`src/rtl/i2c_slave_controller.sv`:
```
// I2C slave transaction sequencer: START/STOP detection, address phase handshake with the
// decoder, ACK generation, and byte transfer to/from the register side.
module i2c_slave_controller #(
   parameter int unsigned SYNC_STAGES = 2
) (
   input  logic       FPGA_clk,
   input  logic       rst,
   input  logic       SCL,
   input  logic       SDA,
   output logic       sda_pull_low,
   output logic       addr_enable,
   input  logic       addr_done,
   input  logic       addr_selected,
   output logic       busy,
   output logic       rw,
   output logic [7:0] rx_data,
   output logic       rx_valid,
   input  logic [7:0] tx_data,
   output logic       tx_req
);

   typedef enum logic [2:0] {
      StIdle,
      StAddr,
      StAddrAck,
      StWrData,
      StWrAck,
      StRdData,
      StRdAck,
      StWaitStop
   } state_e;

   logic [SYNC_STAGES-1:0] scl_sync;
   logic [SYNC_STAGES-1:0] sda_sync;
   logic                   scl_s, sda_s;
   logic                   scl_q, sda_q;

   // Synchronisers are left unreset so that reset never fabricates bus edges.
   always_ff @(posedge FPGA_clk) begin
      scl_sync <= {scl_sync[SYNC_STAGES-2:0], SCL};
      sda_sync <= {sda_sync[SYNC_STAGES-2:0], SDA};
      scl_q    <= scl_s;
      sda_q    <= sda_s;
   end

   assign scl_s = scl_sync[SYNC_STAGES-1];
   assign sda_s = sda_sync[SYNC_STAGES-1];

   logic scl_rise, scl_fall, start_det, stop_det;

   assign scl_rise  = scl_s & ~scl_q;
   assign scl_fall  = ~scl_s & scl_q;
   assign start_det = scl_s & sda_q & ~sda_s;
   assign stop_det  = scl_s & ~sda_q & sda_s;

   state_e     state_q, state_d;
   logic [3:0] cnt_q, cnt_d;
   logic [6:0] shift_q, shift_d;
   logic       rw_q, rw_d;
   logic [7:0] rx_data_q, rx_data_d;
   logic       rx_valid_q, rx_valid_d;
   logic       pull_q, pull_d;
   logic       addr_en_q, addr_en_d;
   logic       busy_q, busy_d;
   logic       sel_q, sel_d;
   logic       load_tx;

   always_ff @(posedge FPGA_clk) begin
      if (rst) begin
         state_q    <= StIdle;
         cnt_q      <= 4'd0;
         shift_q    <= 7'd0;
         rw_q       <= 1'b0;
         rx_data_q  <= 8'h00;
         rx_valid_q <= 1'b0;
         pull_q     <= 1'b0;
         addr_en_q  <= 1'b0;
         busy_q     <= 1'b0;
         sel_q      <= 1'b0;
      end else begin
         state_q    <= state_d;
         cnt_q      <= cnt_d;
         shift_q    <= shift_d;
         rw_q       <= rw_d;
         rx_data_q  <= rx_data_d;
         rx_valid_q <= rx_valid_d;
         pull_q     <= pull_d;
         addr_en_q  <= addr_en_d;
         busy_q     <= busy_d;
         sel_q      <= sel_d;
      end
   end

   always_comb begin
      state_d    = state_q;
      cnt_d      = cnt_q;
      shift_d    = shift_q;
      rw_d       = rw_q;
      rx_data_d  = rx_data_q;
      rx_valid_d = 1'b0;
      pull_d     = pull_q;
      addr_en_d  = addr_en_q;
      busy_d     = busy_q;
      sel_d      = sel_q;
      load_tx    = 1'b0;

      if (scl_rise && state_q != StIdle && state_q != StWaitStop) begin
         cnt_d = cnt_q + 4'd1;
      end

      case (state_q)
         StIdle: begin
         end
         StAddr: begin
            if (addr_done && addr_selected) begin
               sel_d = 1'b1;
            end
            if (scl_rise) begin
               shift_d = {shift_q[5:0], sda_s};
               if (cnt_q == 4'd7) begin
                  rw_d = sda_s;
               end
            end
            if (scl_fall && cnt_q == 4'd8) begin
               addr_en_d = 1'b0;
               if (sel_d) begin
                  state_d = StAddrAck;
                  pull_d  = 1'b1;
               end else begin
                  state_d = StWaitStop;
               end
            end
         end
         StAddrAck: begin
            if (scl_fall && cnt_q == 4'd9) begin
               cnt_d = 4'd0;
               if (rw_q) begin
                  load_tx = 1'b1;
               end else begin
                  state_d = StWrData;
                  pull_d  = 1'b0;
               end
            end
         end
         StWrData: begin
            if (scl_rise) begin
               shift_d = {shift_q[5:0], sda_s};
               if (cnt_q == 4'd7) begin
                  rx_data_d  = {shift_q, sda_s};
                  rx_valid_d = 1'b1;
               end
            end
            if (scl_fall && cnt_q == 4'd8) begin
               state_d = StWrAck;
               pull_d  = 1'b1;
            end
         end
         StWrAck: begin
            if (scl_fall && cnt_q == 4'd9) begin
               cnt_d   = 4'd0;
               pull_d  = 1'b0;
               state_d = StWrData;
            end
         end
         StRdData: begin
            // The fall at count 0 is the one that loaded the byte; bit 7 is already driven.
            if (scl_fall && cnt_q == 4'd8) begin
               pull_d  = 1'b0;
               state_d = StRdAck;
            end else if (scl_fall && cnt_q != 4'd0) begin
               pull_d  = ~shift_q[6];
               shift_d = {shift_q[5:0], 1'b0};
            end
         end
         StRdAck: begin
            if (scl_rise && cnt_q == 4'd8 && sda_s) begin
               state_d = StWaitStop;
            end
            if (scl_fall && cnt_q == 4'd9) begin
               cnt_d   = 4'd0;
               load_tx = 1'b1;
            end
         end
         StWaitStop: begin
         end
         default: state_d = StIdle;
      endcase

      if (load_tx) begin
         state_d = StRdData;
         shift_d = tx_data[6:0];
         pull_d  = ~tx_data[7];
      end

      // STOP wins over START if a malformed bus ever produces both at once.
      if (stop_det) begin
         state_d    = StIdle;
         cnt_d      = 4'd0;
         rx_data_d  = rx_data_q;
         rx_valid_d = 1'b0;
         pull_d     = 1'b0;
         addr_en_d  = 1'b0;
         busy_d     = 1'b0;
         load_tx    = 1'b0;
      end else if (start_det) begin
         state_d    = StAddr;
         cnt_d      = 4'd0;
         rx_data_d  = rx_data_q;
         rx_valid_d = 1'b0;
         pull_d     = 1'b0;
         addr_en_d  = 1'b1;
         busy_d     = 1'b1;
         sel_d      = 1'b0;
         load_tx    = 1'b0;
      end
   end

   assign sda_pull_low = pull_q;
   assign addr_enable  = addr_en_q;
   assign busy         = busy_q;
   assign rw           = rw_q;
   assign rx_data      = rx_data_q;
   assign rx_valid     = rx_valid_q;
   // tx_data is captured on the same edge that ends this strobe.
   assign tx_req       = load_tx & ~rst;

endmodule

```
`config.mk`:
```
export PLATFORM = sky130hd
export DESIGN_NAME = i2c_slave_controller
export DESIGN_NICKNAME = d
export VERILOG_FILES = /design/src/rtl/i2c_slave_controller.sv
export SDC_FILE = /design/constraint.sdc
export NUM_CORES = 1
export LEC_CHECK = 0
export CORE_ASPECT_RATIO = 1.4
export CORE_MARGIN = 10
export CORE_UTILIZATION = 35
export CTS_CLUSTER_DIAMETER = 80
export CTS_CLUSTER_SIZE = 14
export DETAILED_ROUTE_END_ITERATION = 10
export PLACE_DENSITY = 0.53
export SLEW_MARGIN = 20
export SYNTH_ARGS = -nofsm -noshare
export SYNTH_HDL_FRONTEND = slang
export SYNTH_SLANG_ARGS = --single-unit
```
`constraint.sdc`:
```
create_clock -name FPGA_clk -period 4 [get_ports FPGA_clk]
set_input_delay 0.8 -clock FPGA_clk [delete_from_list [all_inputs] [get_ports FPGA_clk]]
set_output_delay 0.8 -clock FPGA_clk [all_outputs]
set_load 0.1 [all_outputs]
```
==> impl_metrics.py <==
metrics = {
    "outcome": {
        "outcome": "finished clean",
    },
    "placement": {
        "dpl-instance-area_mm2": 0.002041,
        "dp_hpwl_um": 3356,
        "port_buffers": 27,
        "pre_cts_ws_ns": 1.237,
        "routabilityCongestion": 0.8906,
    },
    "clock_tree": {
        "postCtsSetupBuffers": 0,
        "cts-htree-levels": 2,
        "clk_path_buf_depth": 2,
        "cts_tree": "built",
        "cts_root_buf": "clkbuf_8",
        "postCtsHoldBufs": 0,
        "clk_latency_ns": 0.29,
        "cts_resized": 0,
        "cts-buffers-inserted": 5,
        "cts.sinks": 34,
        "clk_pin_slew_worst_paths_ns": 0.07,
    },
    "timing": {
        "rsz0062_at_grt": "false",
        "setup_ws_ns": 0.9084,
        "finalCriticalPeriod_ns": 3.092,
        "fmaxAchievable_mhz": 323.5,
        "maxSlewViolCount": 0,
        "fin_crit_sh_pct": 77.29,
        "finalSetupViolations": 0,
        "fin_skew_ns": 0.008346,
        "tns_ns": 0,
        "relSlewSlack_pct": 34.41,
        "hold_viol": 0,
        "tightest_slew_ns": 0.9808,
    },
    "drt": {
        "top_layer_used": "met4",
        "via_per_inst": 5.404,
        "wirelength_um": 4441,
        "drc_errors": 0,
        "routedWlPerCell_um": 15.86,
        "wl_met2_um": 2213,
        "antenna_left": 0,
        "drt_pass1_iterations": 5,
        "vias": 1513,
        "drt-met1-wl_um": 1838,
        "wl_met3_um": 230,
        "first_iter_violations": 60,
    },
    "synth": {
        "synth-seq-cells": 34,
        "syn_area_per_cell_um2": 9.043,
        "synthCells": 189,
        "netlist_area_mm2": 0.001709,
        "synth_ff_type": "dfxtp_1",
        "ys_types": 50,
        "yosysTopAreaCell": "dfxtp_1",
        "ys_seq_area_share_pct": 39.82,
        "synth_area_leaders": "dfxtp_1, mux2i_1, a221oi_1, nor2_1, a21oi_1",
        "async_flop_share_pct": 0,
        "ys_warn_count": 0,
        "synth_top_area_share_pct": 39.82,
        "synth_edf_count": 0,
        "synthesis.nets": 206,
    },
    "global_route": {
        "grt-ovfl-total": 0,
        "grt_max_degree": 23,
        "grt_first_pass_wirelength_um": 7238,
        "first_global_vias": 1481,
        "grt_usage_pct": 11.19,
        "antenna_found_initial": 0,
    },
    "die": {
        "start_util_pct": 35.57,
        "dieWidth_um": 79.06,
        "die_area_mm2": 0.008118,
        "die_h_um": 102.7,
        "io_pins": 28,
        "coreArea_mm2": 0.004805,
        "row_count": 30,
    },
    "setup_path": {
        "crit_required_ns": 3.20,
        "critPathMaxFanout": 18,
        "arrival_ns": 2.29,
        "critPathLaunchType": "flop",
        "r2r_cells": 4,
        "critPathKind": "reg -> out",
        "cp-end-kind": "primary output",
    },
    "power": {
        "max-vdd-ir-drop_uv": 178.6,
        "p_per_area_mw_per_mm2": 336.4,
        "p_total_mw": 0.7224,
        "p_leak_nw": 0.7341,
    },
    "finish": {
        "multi_input_area_um2": 920.9,
        "final_core_util_pct": 44.69,
        "num-fill-cells": 505,
        "final_cell_area_mm2": 0.002147,
        "antennaDiodeCount": 0,
        "fin_nets": 232,
        "drive_gt1_share_pct": 7.870,
        "synthToLayoutAreaGrowth_pct": 25.62,
        "regArea_um2": 680.7,
    },
    "min_path": {
        "hold_depth": 0,
        "hold_path_class": "reg -> reg",
    },
    "job": {
        "cap_viol_max_count": 0,
    },
}
report_power, final:
| group | switching [mW] | internal (mW) |
|---|---|---|
| Combinational | 0.0361 | 0.0273 |
| Sequential | 0.00767 | 0.345 |
| Clock | 0.120 | 0.186 |
kinds of logic (layout without fill, tap and decap cells):
family	Yosys count	in the layout	share of synthesized area, %
AND/OR/NAND/NOR	59	59	19.03
buffers and inverters	26	53	6.296
multiplexers	11	11	6.516
adder cells (fa/ha/maj)	3	3	2.196
flip-flops	34	34	39.82
AO/OA/AOI/OAI	52	52	22.99
XOR/XNOR	4	4	3.148
layout by cell type, fill, tap and decap left out, drive strengths merged, types with 4 or more instances in the layout:
cell type	instances
a21oi	13
a221oi	8
buf	4
clkbuf	7
clkdlybuf4s50	26
dfxtp	34
inv	15
mux2i	10
nand2	5
nand2b	6
nand3	6
nand3b	4
nor2	18
nor2b	4
o22ai	6
state kept, by name, summed over array words and instances (netlist names):
name and flops:
sda_sync 2, sel_q 1, scl_sync 2, rx_valid 1
cnt_q 4, sda_q 1, rx_data 8, rw 1
scl_q 1, busy 1, addr_enable 1, state_q 3
shift_q 7, sda_pull_low 1
cell usage after synthesis (2+ instances only):
master	n
nand2b_1	6
clkbuf_1	7
nor2b_1	4
a31oi_1	3
nand3b_1	4
a21oi_1	13
and3_1	3
mux2i_1	10
dfxtp_1	34
nand3_1	6
o211ai_1	2
o31ai_1	3
nor4_1	2
nand2_1	5
inv_1	15
o22ai_1	6
nor4bb_1	2
a221oi_1	8
nand4_1	2
o2111ai_1	2
or3b_1	2
ha_1	3
nor2_1	18
buf_2	2
xor2_1	2
path summary, 6_finish.rpt:
| check | from | end | slack [ns] |
|---|---|---|---|
| max reg2reg | state_q[1] | shift_q[0] | 1.81 |
| min reg2reg | sda_sync[0] | sda_sync[1] | 0.33 |
| max | state_q[1] | tx_req | 0.91 |
| min | sda_sync[0] | sda_sync[1] | 0.33 |
cell type report:
| class | instances | share of cell area (%) |
|---|---|---|
| multi-input combinational | 129 | 42.89 |
| sequential | 34 | 31.70 |
| timing repair buffer | 30 | 14.10 |
| tap | 64 | 3.730 |
| clock buffer | 7 | 3.555 |
| inverter | 15 | 2.622 |
| clock inverter | 1 | 1.399 |
metal layers:
metal	global-route usage, %	vias up
li1	-	744
met1	12.35	706
met2	18.69	49
met3	3.141	14
met4	6.639	0
met5	0	-
worst max-delay path: stages, from the launching register on:
cell and delay (ns):
dfxtp_1 0.66, nor2b_1 0.26, o2111ai_1 0.49, nor2_1 0.37, buf_12 0.21
stage by stage:
step	cells	hold WS, ns
floorplan	189	0.3096
global placement	272	0.3117
detailed placement	272	0.3132
CTS	280	0.3307
global route	280	0.3352
finish	280	0.3267
(Power assumes the default switching activity.)
